**src/rtl/lap_pkg.sv**
```systemverilog
// Shared types and default geometry for the stopwatch lap controller.
package lap_pkg;

   localparam int LAP_DEPTH = 16;
   localparam int LAP_AW    = 4;
   localparam int LAP_DW    = 24;

   // Six packed BCD digits, mm:ss:cc
   typedef logic [LAP_DW-1:0] bcd_time_t;

   typedef enum logic [2:0] {
      S_IDLE,
      S_W_SETUP,
      S_W_STROBE,
      S_W_HOLD,
      S_R_SETUP,
      S_R_STROBE,
      S_R_CAPTURE
   } lap_state_t;

endpackage

```
**src/rtl/lap_controller.sv**
```systemverilog
// Lap register-file initiator: stores captured times on lap requests and
// reads them back for display on recall, as multi-cycle strobe transactions.
module lap_controller
   import lap_pkg::*;
#(
   parameter int DEPTH = LAP_DEPTH,
   parameter int AW    = LAP_AW,
   parameter int DW    = LAP_DW
) (
   input  logic          clk,
   input  logic          reset_n,
   input  logic          lap,
   input  logic          recall_next,
   input  logic          recall_prev,
   input  logic          clear,
   input  logic [DW-1:0] time_in,
   output logic [AW-1:0] rf_address,
   output logic [DW-1:0] rf_data,
   output logic          rf_wclk,
   output logic          rf_rclk,
   input  logic [DW-1:0] rf_q,
   output logic [AW:0]   lap_count,
   output logic          full,
   output logic          overflow,
   output logic [AW-1:0] view_idx,
   output logic [DW-1:0] view_time,
   output logic          view_valid,
   output logic          busy
);

   localparam logic [AW:0] DEPTH_C = (AW+1)'(DEPTH);

   lap_state_t    state_q, state_d;
   logic [AW-1:0] rf_address_q, rf_address_d;
   logic [DW-1:0] rf_data_q, rf_data_d;
   logic          rf_wclk_q, rf_wclk_d;
   logic          rf_rclk_q, rf_rclk_d;
   logic [AW:0]   lap_count_q, lap_count_d;
   logic          overflow_q, overflow_d;
   logic [AW-1:0] view_idx_q, view_idx_d;
   logic [DW-1:0] view_time_q, view_time_d;
   logic          view_valid_q, view_valid_d;
   logic          pending_q, pending_d;

   logic          is_full;
   logic          has_laps;
   logic [AW-1:0] last_idx;
   logic [AW-1:0] next_idx;
   logic [AW-1:0] prev_idx;

   always_comb begin
      is_full  = (lap_count_q == DEPTH_C);
      has_laps = (lap_count_q != '0);
      // Modular decrement also yields DEPTH-1 when the memory is full
      last_idx = lap_count_q[AW-1:0] - AW'(1);
      if (!view_valid_q || view_idx_q == last_idx) next_idx = '0;
      else                                         next_idx = view_idx_q + AW'(1);
      if (!view_valid_q)         prev_idx = '0;
      else if (view_idx_q == '0) prev_idx = last_idx;
      else                       prev_idx = view_idx_q - AW'(1);
   end

   always_comb begin
      state_d      = state_q;
      rf_address_d = rf_address_q;
      rf_data_d    = rf_data_q;
      rf_wclk_d    = 1'b0;
      rf_rclk_d    = 1'b0;
      lap_count_d  = lap_count_q;
      overflow_d   = overflow_q;
      view_idx_d   = view_idx_q;
      view_time_d  = view_time_q;
      view_valid_d = view_valid_q;
      pending_d    = pending_q;

      if (lap && state_q != S_IDLE) pending_d = 1'b1;
      if (clear) pending_d = 1'b0;

      unique case (state_q)
         S_IDLE: begin
            if (clear) begin
               lap_count_d  = '0;
               overflow_d   = 1'b0;
               view_valid_d = 1'b0;
               view_idx_d   = '0;
            end else if (pending_q || lap) begin
               // A fresh lap arriving while the pending one is taken stays queued
               pending_d = pending_q && lap;
               if (is_full) begin
                  overflow_d = 1'b1;
               end else begin
                  state_d      = S_W_SETUP;
                  rf_address_d = lap_count_q[AW-1:0];
                  rf_data_d    = time_in;
               end
            end else if (recall_next && has_laps) begin
               state_d      = S_R_SETUP;
               rf_address_d = next_idx;
            end else if (recall_prev && has_laps) begin
               state_d      = S_R_SETUP;
               rf_address_d = prev_idx;
            end
         end
         S_W_SETUP: begin
            state_d   = S_W_STROBE;
            rf_wclk_d = 1'b1;
         end
         S_W_STROBE: state_d = S_W_HOLD;
         S_W_HOLD: begin
            state_d      = S_IDLE;
            lap_count_d  = lap_count_q + (AW+1)'(1);
            view_idx_d   = rf_address_q;
            view_time_d  = rf_data_q;
            view_valid_d = 1'b1;
         end
         S_R_SETUP: begin
            state_d   = S_R_STROBE;
            rf_rclk_d = 1'b1;
         end
         S_R_STROBE: state_d = S_R_CAPTURE;
         S_R_CAPTURE: begin
            state_d      = S_IDLE;
            view_idx_d   = rf_address_q;
            view_time_d  = rf_q;
            view_valid_d = 1'b1;
         end
         default: state_d = S_IDLE;
      endcase
   end

   always_ff @(posedge clk) begin
      if (!reset_n) begin
         state_q      <= S_IDLE;
         rf_address_q <= '0;
         rf_data_q    <= '0;
         rf_wclk_q    <= 1'b0;
         rf_rclk_q    <= 1'b0;
         lap_count_q  <= '0;
         overflow_q   <= 1'b0;
         view_idx_q   <= '0;
         view_time_q  <= '0;
         view_valid_q <= 1'b0;
         pending_q    <= 1'b0;
      end else begin
         state_q      <= state_d;
         rf_address_q <= rf_address_d;
         rf_data_q    <= rf_data_d;
         rf_wclk_q    <= rf_wclk_d;
         rf_rclk_q    <= rf_rclk_d;
         lap_count_q  <= lap_count_d;
         overflow_q   <= overflow_d;
         view_idx_q   <= view_idx_d;
         view_time_q  <= view_time_d;
         view_valid_q <= view_valid_d;
         pending_q    <= pending_d;
      end
   end

   assign rf_address = rf_address_q;
   assign rf_data    = rf_data_q;
   assign rf_wclk    = rf_wclk_q;
   assign rf_rclk    = rf_rclk_q;
   assign lap_count  = lap_count_q;
   assign full       = is_full;
   assign overflow   = overflow_q;
   assign view_idx   = view_idx_q;
   assign view_time  = view_time_q;
   assign view_valid = view_valid_q;
   assign busy       = (state_q != S_IDLE);

endmodule
```
**config.mk**
```make
export PLATFORM = sky130hd
export DESIGN_NAME = lap_controller
export DESIGN_NICKNAME = d
export VERILOG_FILES = /design/src/rtl/lap_pkg.sv /design/src/rtl/lap_controller.sv
export SDC_FILE = /design/constraint.sdc
export NUM_CORES = 1
export LEC_CHECK = 0
export CORE_MARGIN = 2
export CORE_UTILIZATION = 45
export DETAILED_ROUTE_END_ITERATION = 6
export DONT_BUFFER_PORTS = 1
export PLACE_DENSITY = 0.71
export SYNTH_ARGS = -nofsm -noshare
export SYNTH_HDL_FRONTEND = slang
export SYNTH_SLANG_ARGS = --single-unit
export TNS_END_PERCENT = 30
```
**constraint.sdc**
```tcl
create_clock -name clk -period 2.5 [get_ports clk]
set_input_delay 0.125 -clock clk [delete_from_list [all_inputs] [get_ports clk]]
set_output_delay 0.125 -clock clk [all_outputs]
set_load 0.01 [all_outputs]
```
==> run_results.csv <==
group,metric,value,unit
cells_and_area,nets,471,
grt,grt_pass1_wl,13.54,mm
routing,vias_per_cell,5.837,
cells_and_area,multiInputGateArea,0.001558,sq mm
synth,synth_mux_area_frac,0.003187,
routing,wl_per_cell,17.80,um
floorplanning,start_util,0.4648,
worst_setup_path,timing.rr.start,"lap_count[2]",
worst_setup_path,cp-end-kind,"flop",
synth,synth_cell_type_count,54,
worst_setup_path,path_delay_family,"simple AND/OR/NAND/NOR gates",
placement,place_ws,534.8,ps
sta,timing.setup.tns,0,ps
sta,setup_ws,524.3,ps
synth,syn_inst,374,
power,p_per_area,625.6,mW/mm^2
worst_hold_path,hold_start,"rf_q[0]",
worst_setup_path,regToRegSetupSlack,520,ps
worst_setup_path,cp.required,2690,ps
grt,antenna_found_initial,0,
worst_hold_path,hp-class,"in -> reg",
routing,wirelength,8.849,mm
placement,hpwl,5.595,mm
flow_run,maxCapViolCount,0,
grt,globalRouteOverflowTotal,0,
cells_and_area,fin_util,0.5669,
clock_tree,cts_tree,"yes",
run_status,status,"finished, final reports clean",
worst_setup_path,path_common_cell,"nand2b_1",
worst_setup_path,critPathLaunch,"lap_count[2]",
floorplanning,fp.dieW,87.54,um
sta,rsz0062_at_grt,"no",
worst_setup_path,worst_setup_path_start_kind,"flop",
synth,synthAdderAreaFrac,0.02311,
sta,tightestPinTransition,657.9,ps
floorplanning,die-area,0.007663,sq mm
synth,synth_compound_area_frac,0.2367,
synth,yosysWarnings,0,
routing,drc,0,
synth,synth-seq-cells,69,
clock_tree,clk_latency,330,ps
routing,dr.pass1.iters,4,
synth,syn_nets,433,
clock_tree,cts_buffer_depth,2,
synth,avgSynthCellArea,8.397,sq um
worst_setup_path,crit_fanout,19,
cells_and_area,syn2layout_area_growth,21.95,%
routing,vias,2901,
cells_and_area,antennaDiodeCount,0,
worst_setup_path,crit_chain,"and4bb_2, nand2b_1, nand2b_1, buf_12, nand2_1, a21oi_1",
cells_and_area,layout-drive-gt1-share,0.09592,
clock_tree,numClockSinks,69,
synth,synth_top_cell_by_area,"dfxtp_1",
worst_setup_path,setup.worst_path.class,"reg -> reg",
sta,whs,41.89,ps
routing,drtIter0Drc,189,
sta,clock_skew,5.416,ps
grt,grt_use_total,0.2259,
placement,port_buffers,0,
power,ir_drop,0.0002811,V
sta,max_freq,506.1,MHz
sta,timing.final.crit_share,0.7903,
cells_and_area,regArea,0.001381,sq mm
floorplanning,rows,30,
floorplanning,ios,121,
floorplanning,chipHeight,87.54,um
clock_tree,clk_pin_slew,70,ps
synth,yosys.area_share.simple,0.2044,
synth,yosysSeqAreaShare,0.4398,
sta,slew_viol_final,0,
placement,place_area,0.003153,sq mm
synth,synth_top_area_frac,0.4398,
cells_and_area,n_fill_cell,599,
routing,postRouteAntennaNets,0,
worst_setup_path,crit_slowest_cell,"dfxtp_1",
cells_and_area,finalInstanceArea,0.003830,sq mm
placement,gp_congestion,0.8808,
worst_setup_path,max_stage_delay,610,ps
worst_setup_path,crit_arrival,2170,ps
clock_tree,h-tree-depth,3,
grt,grt_max_degree,40,
power,leakage,0.001327,uW
synth,synth_area_leaders,"dfxtp_1 (44%), nand2_1 (9.3%), a21oi_1 (9.1%)",
worst_setup_path,crit_buf_inv,1,
clock_tree,cts-root-buf,"clkbuf_8",
synth,synth_area,0.003141,sq mm
floorplanning,core,0.006756,sq mm
grt,grt_pass1_vias,2710,
clock_tree,cts_resized,0,
clock_tree,cts-buffers-inserted,9,
sta,slew-limit-headroom,0.5608,
sta,min_period,1976,ps
synth,synth-xor-area-share,0.02669,
sta,setup_viol,0,
synth,synth_top_family_by_area,"compound AO/OA/AOI/OAI gates",
sta,hold_violations,0,
-- repair_timing --
item                                    4_1_cts  5_1_grt
hold endpoints to repair                     54        0
setup buffers                                 0        0
hold buffers                                 49        0
endpoints found under the setup margin        0        0
-- state kept, by name, summed over array words and instances, names as in the netlist --
register	cells
overflow	1
rf_wclk	1
view_idx	4
lap_count	5
rf_data	24
view_time	24
rf_rclk	1
view_valid	1
rf_address	4
state_q	3
pending_q	1
-- Yosys cell counts, drive strengths merged --
library cell / instances
o31ai: 1
a22oi: 28
xnor3: 1
ha: 5
and3b: 2
or2: 2
dfxtp: 69
nor3: 6
nand3: 4
a21oi: 58
nor4b: 4
o31a: 1
o221ai: 1
o211ai: 7
o311a: 2
buf: 16
o21a: 1
nand2b: 2
nor2b: 1
nor3b: 4
or3b: 1
a2111oi: 1
o21ai: 8
a31oi: 4
maj3: 1
nand2: 78
clkbuf: 15
o221a: 1
or4b: 1
inv: 9
nor4: 2
xnor2: 6
or2b: 1
a311oi: 1
and4bb: 1
xor2: 1
nor2: 20
or3: 2
nand3b: 2
o2111ai: 3
mux2i: 1
-- worst paths after layout --
path	end	cells after the start
max reg2reg	rf_data[10]	6
max	rf_data[10]	6
min reg2reg	view_time[11]	2
min	view_time[0]	3
-- metal layers --
metal,wire length [um],up-vias,share of wire,GRT usage
met5,0,-,0,0
met4,82,0,0.0093,0.08252
met3,634,9,0.072,0.06221
met2,4296,105,0.49,0.3526
met1,3835,1397,0.43,0.3001
li1,-,1390,-,-
-- layout make-up --
type | count | share of cell area
clock buffers | 11 | 0.03953
clock inverters | 5 | 0.009147
inverters | 9 | 0.008821
multi-input cells | 265 | 0.4067
flip-flops and latches | 69 | 0.3607
well taps | 80 | 0.02614
repair buffers | 58 | 0.1490
-- logic make-up (layout without fill, tap and decap cells) --
kind of cell / after synthesis / count (layout)
DFF: 69 / 69
buffers and inverters: 40 / 83
and+or+nand+nor: 133 / 133
AOI/OAI and AO/OA: 117 / 117
xor gates and xnor gates: 8 / 8
muxes: 1 / 1
adders and majority gates: 6 / 6
-- worst reg2reg max path, cell delays in order, from the launching register on --
cell and delay, ps:
dfxtp_1 610, and4bb_2 340, nand2b_1 210, nand2b_1 310
buf_12 240, nand2_1 70, a21oi_1 60
-- per-stage QoR --
step	power (uW)	cells
final	2396	497
after global routing	2516	497
after CTS	2413	497
after detailed placement	1519	432
after global placement	1510	432
after floorplan	1454	374
-- cell usage in the layout, fill, tap and decap left out, types with 6 or more instances in the layout --
cell	n
a22oi_1	28
buf_4	8
nor2_1	20
nand2_1	78
xnor2_1	6
clkbuf_8	11
a21oi_1	57
dfxtp_1	69
o211ai_1	7
inv_1	8
dlygate4sd3_1	49
-- power by group --
group / internal [uW] / switching (uW) / total [uW]
clock: 414 / 417 / 830
sequential: 1150 / 88.0 / 1240
combinational: 144 / 181 / 325
total: 1710 / 686 / 2400
Power figures use the tool's default switching activity.
